[config.mk]
export PLATFORM = sky130hd
export DESIGN_NAME = axi_burst_writer
export DESIGN_NICKNAME = d
export VERILOG_FILES = /design/src/rtl/axi_burst_writer.sv
export SDC_FILE = /design/constraint.sdc
export NUM_CORES = 1
export LEC_CHECK = 0
export CAP_MARGIN = 20
export CORE_AREA = 4 4 256 258
export CTS_CLUSTER_DIAMETER = 100
export CTS_CLUSTER_SIZE = 20
export DETAILED_ROUTE_END_ITERATION = 10
export DIE_AREA = 0 0 260 262
export GPL_ROUTABILITY_DRIVEN = 0
export PLACE_DENSITY_LB_ADDON = 0.2
export SYNTH_ARGS = -nofsm -noshare
export SYNTH_HDL_FRONTEND = slang
export SYNTH_SLANG_ARGS = --single-unit
[constraint.sdc]
create_clock -name clk -period 7.45 [get_ports clk]
set_clock_uncertainty 0.2 [all_clocks]
set_input_delay 0.745 -clock clk [delete_from_list [all_inputs] [get_ports clk]]
set_output_delay 0.745 -clock clk [all_outputs]
set_load 0.02 [all_outputs]
[src/rtl/axi_burst_writer.sv]
// AXI4 write initiator: splits a (start address, word count) command plus a data stream into INCR bursts.
// Optional macro AXI_BURST_WRITER_4K_SPLIT_EN clips bursts so none crosses a 4 KB address boundary.
module axi_burst_writer #(
  parameter int ADDR_WIDTH      = 32,
  parameter int DATA_WIDTH      = 256,
  parameter int STRB_WIDTH      = DATA_WIDTH / 8,
  parameter int MAX_BURST_LEN   = 16,
  parameter int MAX_OUTSTANDING = 4,
  parameter int COUNT_WIDTH     = 24
) (
  input  logic                   clk,
  input  logic                   rst,
  input  logic [ADDR_WIDTH-1:0]  cmd_addr,
  input  logic [COUNT_WIDTH-1:0] cmd_words,
  input  logic                   cmd_valid,
  output logic                   cmd_ready,
  input  logic [DATA_WIDTH-1:0]  s_data,
  input  logic                   s_valid,
  output logic                   s_ready,
  output logic                   busy,
  output logic                   done,
  output logic                   error,
  output logic [ADDR_WIDTH-1:0]  axi_awaddr,
  output logic [7:0]             axi_awlen,
  output logic [2:0]             axi_awsize,
  output logic [1:0]             axi_awburst,
  output logic                   axi_awvalid,
  input  logic                   axi_awready,
  output logic [DATA_WIDTH-1:0]  axi_wdata,
  output logic [STRB_WIDTH-1:0]  axi_wstrb,
  output logic                   axi_wlast,
  output logic                   axi_wvalid,
  input  logic                   axi_wready,
  input  logic                   axi_bvalid,
  input  logic [1:0]             axi_bresp,
  output logic                   axi_bready
);

  localparam int SIZE_LOG2 = $clog2(STRB_WIDTH);
  localparam int OUT_W     = $clog2(MAX_OUTSTANDING + 1);
  localparam logic [ADDR_WIDTH-1:0] ALIGN_MASK = ~ADDR_WIDTH'(STRB_WIDTH - 1);

  typedef enum logic [2:0] {
    S_IDLE,
    S_ADDR,
    S_DATA,
    S_DRAIN,
    S_DONE
  } state_t;

  state_t                 state_q, state_d;
  logic [ADDR_WIDTH-1:0]  addr_q, addr_d;
  logic [COUNT_WIDTH-1:0] remaining_q, remaining_d;
  logic [8:0]             beats_q, beats_d;
  logic [8:0]             beat_cnt_q, beat_cnt_d;
  logic                   awvalid_q, awvalid_d;
  logic [OUT_W-1:0]       outstanding_q, outstanding_d;
  logic                   error_q, error_d;

  logic aw_hs;
  logic w_hs;
  logic b_hs;
  logic last_beat;

  function automatic logic [8:0] burst_beats(input logic [ADDR_WIDTH-1:0]  a,
                                             input logic [COUNT_WIDTH-1:0] rem);
    logic [8:0] b;
`ifdef AXI_BURST_WRITER_4K_SPLIT_EN
    logic [12:0] to_4k;
`endif
    if (rem < COUNT_WIDTH'(MAX_BURST_LEN)) b = 9'(rem);
    else                                   b = 9'(MAX_BURST_LEN);
`ifdef AXI_BURST_WRITER_4K_SPLIT_EN
    // addr is beat aligned, so the byte distance divides exactly into beats
    to_4k = (13'd4096 - {1'b0, a[11:0]}) >> SIZE_LOG2;
    if (to_4k < {4'd0, b}) b = to_4k[8:0];
`else
    if (a == '0) b = b;
`endif
    return b;
  endfunction

  assign aw_hs     = awvalid_q && axi_awready;
  assign w_hs      = axi_wvalid && axi_wready;
  assign b_hs      = axi_bvalid;
  assign last_beat = (beat_cnt_q == beats_q - 9'd1);

  always_comb begin
    state_d       = state_q;
    addr_d        = addr_q;
    remaining_d   = remaining_q;
    beats_d       = beats_q;
    beat_cnt_d    = beat_cnt_q;
    awvalid_d     = awvalid_q;
    error_d       = error_q;
    outstanding_d = outstanding_q;

    // a same-cycle AW issue and B return cancel out
    if (aw_hs && !b_hs) begin
      outstanding_d = outstanding_q + 1'b1;
    end else if (!aw_hs && b_hs && (outstanding_q != '0)) begin
      outstanding_d = outstanding_q - 1'b1;
    end
    if (b_hs && (axi_bresp != 2'b00)) error_d = 1'b1;

    case (state_q)
      S_IDLE: begin
        if (cmd_valid) begin
          addr_d      = cmd_addr & ALIGN_MASK;
          remaining_d = cmd_words;
          error_d     = 1'b0;
          beat_cnt_d  = '0;
          state_d     = (cmd_words == '0) ? S_DONE : S_ADDR;
        end
      end
      S_ADDR: begin
        if (!awvalid_q) begin
          if (outstanding_q < OUT_W'(MAX_OUTSTANDING)) begin
            awvalid_d = 1'b1;
            beats_d   = burst_beats(addr_q, remaining_q);
          end
        end else if (axi_awready) begin
          awvalid_d  = 1'b0;
          beat_cnt_d = '0;
          state_d    = S_DATA;
        end
      end
      S_DATA: begin
        if (w_hs) begin
          if (last_beat) begin
            addr_d      = addr_q + (ADDR_WIDTH'(beats_q) << SIZE_LOG2);
            remaining_d = remaining_q - COUNT_WIDTH'(beats_q);
            beat_cnt_d  = '0;
            state_d     = (remaining_q == COUNT_WIDTH'(beats_q)) ? S_DRAIN : S_ADDR;
          end else begin
            beat_cnt_d = beat_cnt_q + 9'd1;
          end
        end
      end
      S_DRAIN: begin
        if (outstanding_d == '0) state_d = S_DONE;
      end
      S_DONE: begin
        state_d = S_IDLE;
      end
      default: begin
        state_d = S_IDLE;
      end
    endcase
  end

  // control state: reset applies here only
  always_ff @(posedge clk) begin
    if (rst) begin
      state_q       <= S_IDLE;
      awvalid_q     <= 1'b0;
      outstanding_q <= '0;
      error_q       <= 1'b0;
      beat_cnt_q    <= '0;
    end else begin
      state_q       <= state_d;
      awvalid_q     <= awvalid_d;
      outstanding_q <= outstanding_d;
      error_q       <= error_d;
      beat_cnt_q    <= beat_cnt_d;
    end
  end

  // address/length datapath: always rewritten before use
  always_ff @(posedge clk) begin
    addr_q      <= addr_d;
    remaining_q <= remaining_d;
    beats_q     <= beats_d;
  end

  assign cmd_ready   = (state_q == S_IDLE);
  assign s_ready     = (state_q == S_DATA) && axi_wready;
  assign axi_wvalid  = (state_q == S_DATA) && s_valid;
  assign axi_wdata   = s_data;
  assign axi_wstrb   = '1;
  assign axi_wlast   = (state_q == S_DATA) && last_beat;
  assign axi_awaddr  = addr_q;
  assign axi_awlen   = 8'(beats_q - 9'd1);
  assign axi_awsize  = 3'(SIZE_LOG2);
  assign axi_awburst = 2'b01;
  assign axi_awvalid = awvalid_q;
  assign axi_bready  = 1'b1;
  // busy spans the done cycle and drops together with done
  assign busy        = (state_q != S_IDLE);
  assign done        = (state_q == S_DONE);
  assign error       = error_q;

endmodule

# Word level (Yosys, flattened, before mapping)
# Cells that the tools add are included.
dict set report classes {
  n_bitwise 1
  n_reduce_logical 23
  n_eq_ne 12
  addsub 6
  muxes 31
  magnitude_cmp 2
}
# operator n
set ops {}
lappend ops {{$mux W32} 3}
lappend ops {{$mux W24} 3}
lappend ops {{$pmux W32 S2} 1}
lappend ops {{$pmux W24 S2} 1}
lappend ops {{$mux W9} 5}
lappend ops {{$add A32 B14 Y32} 1}
lappend ops {{$mux W3} 9}
lappend ops {{$pmux W9 S3} 1}
lappend ops {{$eq A24 B9 Y1} 1}
lappend ops {{$logic_not A24 Y1} 1}
lappend ops {{$lt A24 B5 Y1 const B} 1}
lappend ops {{$sub A24 B9 Y24} 1}
lappend ops {{$ne A2 B2 Y1 const B} 6}
lappend ops {{$pmux W3 S4} 1}
lappend ops {{$add A9 B1 Y9 const B} 1}
lappend ops {{$eq A9 B9 Y1} 1}
lappend ops {{$logic_and A1 B1 Y1} 9}
lappend ops {{$reduce_bool A3 Y1} 3}
lappend ops {{$sub A9 B1 Y9 const B} 1}
lappend ops {{$eq A3 B2 Y1 const B} 2}
lappend ops {{$logic_not A3 Y1} 2}
lappend ops {{$mux W1} 6}
lappend ops {{$reduce_and A6 Y1} 1}
lappend ops {{$reduce_and A5 Y1} 1}
lappend ops {{other kinds (11)} 13}
dict set report totals {
  elab_cells 83
  input_bits 321
  ff_bits 82
}

# Longest topological paths before layout
# Gate-level depths: netlist of run 1.
dict set report depth {
  depth_word 9
  depth_mapped 10
}

# Worst setup path before layout of run 1
# Ideal clock, no wire load.
dict set report synth_path {
  path_type {reg-to-reg}
  from {reg beats_q[0]}
  to {reg addr_q[10] (netlist: axi_awaddr[10]), enable pin}
  path_stages_with_launch 9
  t_required_ps 6747
  path_slack_ps 1342
  arrival_ps 5405
  setup_ps 503
  synth_period_minus_slack_ps 6108
  cell_sequence {edfxtp_1 > inv_1 > ha_1 > or4b_1 > o21ai_1 > nor2_1 > a311oi_2 > nand2_1 > a2111oi_2}
}
dict set report synth_via {
  elab_chain_cells 4
}
# item line
set synth_rtl {}
lappend synth_rtl {{start: declaration} 54} ;# logic [8:0] beats_q, beats_d;
lappend synth_rtl {{start signal: assignment} 173} ;# beats_q <= beats_d;
lappend synth_rtl {{$sub A9 B1 Y9} -}
lappend synth_rtl {{named net axi_awlen[0]} 24} ;# output logic [7:0] axi_awlen,
lappend synth_rtl {{$eq A9 B9 Y1} 86} ;# assign last_beat = (beat_cnt_q == beats_q - 9'd1);
lappend synth_rtl {{$ne A2 B2 Y1 (no source line)} -}
lappend synth_rtl {{$reduce_and A4 Y1 (no source line)} -}
lappend synth_rtl {{end signal: assignment} 171} ;# addr_q <= addr_d;
lappend synth_rtl {{end: declaration} 52} ;# logic [ADDR_WIDTH-1:0] addr_q, addr_d;
# The timed path passes the listed nets, and every way through them passes these cells.
# A chain may end at the register's enable or synchronous reset.

# Final worst setup path of run 1
dict set report layout_path {
  from {reg beats_q[1]}
  to {out axi_wlast}
}
dict set report layout_via {
  elab_chain_cells 3
}
# item line
set layout_rtl {}
lappend layout_rtl {{$sub A9 B1 Y9} -}
lappend layout_rtl {{$eq A9 B9 Y1} 86}
lappend layout_rtl {{$logic_and A1 B1 Y1} 181} ;# assign axi_wlast = (state_q == S_DATA) && last_beat;
lappend layout_rtl {{end: declaration} 31} ;# output logic axi_wlast,
# Every way passes these cells.

==> results of run 1 <==
## report_power, final
part / internal, W / total [W] / switching, W
registers: 0.000524 / 0.000576 / 0.0000520
logic: 0.000191 / 0.000465 / 0.000275
clock network: 0.000269 / 0.000493 / 0.000225
total: 0.000984 / 0.00154 / 0.000551
## critical path, delay by kind of cell, from the launching register on
family / cells / cell delay, ns
AO/OA/AOI/OAI: 2 / 0.67
adder cells (fa/ha/maj): 1 / 0.28
buffers and inverters: 2 / 0.79
flip-flops: 1 / 0.53
AND/OR/NAND/NOR: 4 / 1.39
## kinds of logic (layout without fill, tap and decap cells)
family,after synthesis,count (layout)
other cells,2,47
simple gates,267,267
xor+xnor,53,53
flops,77,77
buf+inv,350,149
fa+ha+maj,25,25
compound gates,132,132
## worst max-delay path by stage
stage	start	end	slack [ns]
floorplan	beats_q[0]	axi_awaddr[10]	1.34
global placement	beats_q[1]	axi_wlast	2.80
detailed placement	beats_q[1]	axi_wlast	2.84
CTS	beats_q[1]	axi_wlast	2.41
global route	beats_q[1]	axi_wlast	2.25
finish	beats_q[1]	axi_wlast	2.46
## final cells by class
type,instances,area [um^2],share of cell area
inverter,28,105,0.0134
multi-input combinational,524,3210,0.408
clock buffer,9,225,0.0286
clock inverter,7,86.3,0.0110
timing repair buffer,105,1040,0.133
sequential,77,2140,0.272
tap,846,1060,0.135
## per-stage QoR
stage               total power (W)  setup WS (ns)   util  instances  cell area [um^2]
global placement            0.00106           2.80  0.120       1579              7550
CTS                         0.00158           2.41  0.125       1595              7860
finish                      0.00154           2.46  0.125       1596              7870
global route                0.00164           2.25  0.125       1596              7870
detailed placement          0.00106           2.84  0.120       1579              7550
floorplan                   0.00108           1.34      -        951              7760
## state kept, by name, summed over array words and instances (netlist names)
name           flops
error              1
remaining_q       24
state_q            3
axi_awaddr        27
axi_awvalid        1
beats_q            9
outstanding_q      3
beat_cnt_q         9
## layer usage
layer,vias to the layer above,global-route usage
met1,2436,0.0807
met2,279,0.102
met5,-,0.00142
met4,0,0.0376
li1,2453,-
met3,100,0.0330
## placed cells by master (no fill, tap or decap), drive strengths merged, types with 7 or more instances in the layout
| cell | Yosys | layout |
|---|---|---|
| a21o | 8 | 8 |
| a21oi | 26 | 26 |
| and3 | 16 | 16 |
| clkbuf | 20 | 10 |
| clkdlybuf4s50 | 0 | 102 |
| conb | 2 | 47 |
| dfxtp | 17 | 17 |
| edfxtp | 60 | 60 |
| ha | 23 | 23 |
| inv | 28 | 33 |
| nand2 | 86 | 86 |
| nand2b | 8 | 8 |
| nand3 | 21 | 21 |
| nand4 | 15 | 15 |
| nor2 | 31 | 31 |
| nor2b | 11 | 11 |
| nor3 | 18 | 18 |
| nor4 | 19 | 19 |
| o21ai | 62 | 62 |
| or3 | 7 | 7 |
| xnor2 | 29 | 29 |
| xor2 | 23 | 23 |
==> flow_summary_export.csv, run 1 <==
group,metric,value,unit
synth,synthTopCellsByArea,"buf_4, edfxtp_1, dfxtp_1, nand2_1, o21ai_0",
synth,synth_top_family_by_area,"buffers and inverters",
detailed_routing,drt_iter0_drc,250,
critical_path,r2r_slack,2.96,ns
critical_path,r2r_end,"axi_awaddr[26]",
synth,synth_commonest_cells,"buf_4, nand2_1, edfxtp_1, o21ai_0, nor2_1",
detailed_routing,antenna_left,0,
power_and_ir_drop,max-vdd-ir-drop,89.2,uV
cts,cts_buffer_depth,2,
synth,synth_edf_count,60,
detailed_routing,vias_per_cell,3.30,
worst_hold_path,hold_start,"error",
synth,syn_avg_cell_area,8.38,um^2
die,floorplan.rows,92,
synth,synth.top_cell.area_share,0.296,
die,die_h,262,um
detailed_routing,wl_met3,2490,um
timing,period_needed,4.99,ns
cts,cts-root-buf,"clkbuf_16",
placed_design,dp_hpwl,18800,um
finish,fillCellCount,7242,
power_and_ir_drop,p_leak,2.80,nW
synth,synth.most_common_cell,"buf_4",
cts,cts_num_sinks,77,
synth,synth_seq_area_share,0.282,
critical_path,cp_max_fo,15,
global_routing,grt_max_degree,93,
worst_hold_path,min-delay-path-class,"flip-flop to flip-flop",
synth,syn_inst,906,
die,start_util,0.121,
outcome,status,"completed",
detailed_routing,via_count,5268,
critical_path,arrival,4.05,ns
critical_path,start_kind,"flip-flop",
detailed_routing,routed_wirelength,24400,um
synth,ys_ff_latch,77,
detailed_routing,firstDrtPassIters,5,
global_routing,antenna_found_initial,0,
synth,synthAdderAreaFrac,0.0432,
critical_path,crit_type,"flip-flop to primary output",
cts,clkSlewWorstSetupHoldPaths,0.07,ns
synth,synth_xor_xnor_area_share,0.0629,
timing,setup_viol_count_final,0,
power_and_ir_drop,pwr_density_cell,195,nW/um^2
cts,cts_resized,0,
placed_design,portBuffers,102,
detailed_routing,route.layer.met1.wl,10200,um
critical_path,end_kind,"primary output",
cts,hold_buffers,0,
finish,area_growth,3.63,%
cts,cts_buffers,9,
finish,drive_gt1_frac,0.0400,
critical_path,crit_path_top_delay_cell,"clkdlybuf4s50_1",
die,io_pins,663,
synth,netlist_area,7590,um^2
global_routing,grt_pass1_vias,5297,
global_routing,grt_pass1_wl,34700,um
worst_hold_path,worst_hold_path.num_cells,2,
detailed_routing,routed-wl-met2,10800,um
critical_path,reg2reg_depth,9,
detailed_routing,wl_per_cell,15.3,um
synth,synth-simple-area-share,0.183,
cts,post_cts_buffers,0,
synth,synthArstFlopShare,0,
critical_path,crit_path_max_incr_delay,0.65,ns
critical_path,crit_path_frequent_cell,"nor2_1",
timing,rsz0062_at_grt,"no",
global_routing,gr-total-overflow,0,
synth,muxShareOfSynthArea,0,
finish,antenna_cells,0,
timing,whs,0.291,ns
timing,relSlewSlack,0.346,
synth,ys.flop_type,"edfxtp_1",
flow_run,maxCapViolCount,0,
timing,fin_crit_sh,0.670,
cts,htreeDepth,3,
global_routing,grtUsageTotal,0.0684,
synth,synth_area_leader_cell,"buf_4",
critical_path,critPathRequiredTime,6.50,ns
critical_path,crit_path_cell_trace,"inv_1 -> ha_1 -> or4b_1 -> o21ai_1 -> nor2_1 -> a311oi_2 -> nand2_1 -> nor2_1 -> clkdlybuf4s50_1",
die,dieArea,68100,um^2
worst_hold_path,whs_endpoint,"error",
synth,ys.warnings.count,0,
cts,cts_tree,"yes",
cts,clkLatencyLatePin,0.36,ns
synth,synth_compound_gate_area_share,0.106,
timing,fmax,200,MHz
detailed_routing,drc,0,
timing,slew_viol_final,0,
die,core_area,63000,um^2
critical_path,r2r_start,"beats_q[1]",
finish,final_nets,1091,
detailed_routing,top_layer_used,"met4",
timing,worst_pin_slew,0.976,ns
timing,setup_tns,0,ns
timing,timing.final.hold_violations,0,
synth,synth_cell_types,59,
die,fp.dieW,260,um
Note: power is estimated with default switching activity, not from simulation.
==> run 2: changes to the inputs <==
CORE_AREA = 4 4 258 260   (was 4 4 256 258)
DIE_AREA = 0 0 262 264   (was 0 0 260 262)
clock period = 4.3 ns   (was 7.45 ns; I/O delays follow)
==> run 2 against run 1 <==
Net effect:
- utilization down 0.088 points
- clock power is 75% higher
- die area grew 1.5%
- first-iteration DRC count fell by 7.2%
- sequential power increased by 74%
- total power is 75% higher
- critical path depth is the same
- non-clock buffer count is 4 higher
- via count about the same
- sequential share of layout area is 0.30 points lower
- combinational power rose by 76%
- cell count is 0.88% higher
- highest routed layer is now met5
==> flow_summary_export.csv, run 2 (same netlist as run 1, synthesis figures left out) <==
group,metric,value,unit
outcome,status,"completed",
finish,seq_area,2140,um^2
timing,worst_pin_slew,0.856,ns
die,io_pins,663,
critical_path,crit_type,"flip-flop to primary output",
worst_hold_path,hold_start,"error",
cts,cts_num_sinks,77,
critical_path,startpoint,"beats_q[1]",
critical_path,arrival,3.31,ns
cts,post_cts_buffers,0,
finish,multi_input_area,3240,um^2
critical_path,cp_max_fo,7,
detailed_routing,wl_per_cell,15.1,um
finish,layout_common_cells,"clkdlybuf4s50_1, nand2_1, o21ai_0, edfxtp_1, conb_1",
die,die_h,264,um
global_routing,grt_pass1_wl,35500,um
cts,clkLatencyLatePin,0.37,ns
detailed_routing,drc,0,
cts,cts_resized,0,
detailed_routing,vias_per_cell,3.27,
timing,relSlewSlack,0.426,
power_and_ir_drop,p_leak,2.83,nW
finish,mostFrequentLayoutCell,"clkdlybuf4s50_1",
placed_design,place_ws,0.548,ns
power_and_ir_drop,internal-power,0.00171,W
timing,period_needed,3.94,ns
global_routing,grt_pass1_vias,5365,
timing,setup_tns,0,ns
critical_path,crit_path_top_delay_cell,"clkdlybuf4s50_1",
timing,fin_crit_sh,0.916,
critical_path,critPathTopFamily,"simple AND/OR/NAND/NOR gates",
global_routing,gr-total-overflow,0,
power_and_ir_drop,clockPowerShare,0.321,
die,dieArea,69200,um^2
placed_design,dp_hpwl,18900,um
critical_path,critPathRequiredTime,3.67,ns
die,start_util,0.118,
detailed_routing,via_count,5263,
power_and_ir_drop,pwr_density_cell,337,nW/um^2
finish,largest_reg_flops,27,
critical_path,crit_path_frequent_cell,"nor2_1",
cts,clkSlewWorstSetupHoldPaths,0.07,ns
finish,instances_no_fill,1610,
critical_path,r2r_start,"beats_q[1]",
detailed_routing,antenna_left,0,
cts,htreeDepth,3,
cts,hold_buffers,0,
placed_design,dp.cells,1593,
critical_path,crit_path_cell_trace,"inv_1 -> ha_4 -> or4b_4 -> o21ai_2 -> nor2_1 -> a311oi_2 -> nand2_2 -> nor2_1 -> clkdlybuf4s50_1",
timing,timing.final.hold_violations,0,
critical_path,end_kind,"primary output",
power_and_ir_drop,combPwrFrac,0.304,
critical_path,r2r_slack,0.71,ns
placed_design,portBuffers,102,
die,fp.dieW,262,um
critical_path,crit_buf_inv,2,
power_and_ir_drop,power_switching,0.000970,W
cts,cts_buffer_depth,2,
global_routing,grt_max_degree,62,
timing,fmax,254,MHz
die,core_area,64100,um^2
power_and_ir_drop,p_seq_frac,0.374,
finish,fillCellCount,7336,
finish,final_nets,1095,
detailed_routing,drt_iter0_drc,232,
cts,cts_tree,"yes",
timing,slew_viol_final,0,
cts,cts_buffers,9,
power_and_ir_drop,max-vdd-ir-drop,208,uV
flow_run,maxCapViolCount,0,
cts,cts-root-buf,"clkbuf_16",
global_routing,antenna_found_initial,2,
die,floorplan.rows,93,
timing,rsz0062_at_grt,"no",
timing,setup_viol_count_final,0,
global_routing,grtUsageTotal,0.0683,
finish,drive_gt1_frac,0.0531,
detailed_routing,routed_wirelength,24300,um
critical_path,crit_path_max_incr_delay,0.66,ns
worst_hold_path,min-delay-path-class,"flip-flop to flip-flop",
critical_path,start_kind,"flip-flop",
timing,fin_ws,0.361,ns
finish,area_growth,4.78,%
power_and_ir_drop,swShare,0.362,
detailed_routing,firstDrtPassIters,5,
-- run 2: metal layers --
metal | wire [um] | track usage | part of all wire
met2 | 10700 | 0.101 | 0.44
met3 | 1920 | 0.0232 | 0.079
met1 | 10700 | 0.0872 | 0.44
met5 | 50 | 0.00427 | 0.0021
met4 | 945 | 0.0366 | 0.039
-- run 2: worst min-delay path, delay by kind of cell, from the launching register on --
family,cells,cell delay [ns]
buffers and inverters,1,0.05
AO/OA/AOI/OAI,1,0.06
flip-flops,1,0.31
-- run 2: per-stage QoR --
stage                     area, um^2  power [W]  hold WS, ns   util
final                           7960    0.00268        0.275  0.124
after global routing            7960    0.00286        0.311  0.124
after CTS                       7950    0.00275        0.275  0.124
after detailed placement        7630    0.00186        0.261  0.119
after global placement          7630    0.00186        0.263  0.119
after floorplan                 7800    0.00188        0.268      -
-- run 2: layout make-up --
type / count / area share
clock buffer: 9 / 0.0283
antenna: 1 / 0.000315
inverter: 28 / 0.0132
timing repair buffer: 109 / 0.136
multi-input combinational: 524 / 0.407
tap: 855 / 0.134
clock inverter: 7 / 0.0112
sequential: 77 / 0.269
-- run 2: power by group through the flow --
stage	Combinational (W)	Sequential [W]	Clock (W)
floorplan	0.000853	0.00103	0
global placement	0.000834	0.00103	0
detailed placement	0.000830	0.00103	0
CTS	0.000834	0.00101	0.000909
global route	0.000913	0.00102	0.000924
finish	0.000817	0.00100	0.000863
-- run 2: path summary, 6_finish.rpt --
| path | depth (start not counted) | end |
|---|---|---|
| setup / recovery | 9 | axi_wlast |
| hold / removal | 2 | error |
| setup reg to reg | 10 | axi_awaddr[31] |
| hold reg to reg | 2 | error |
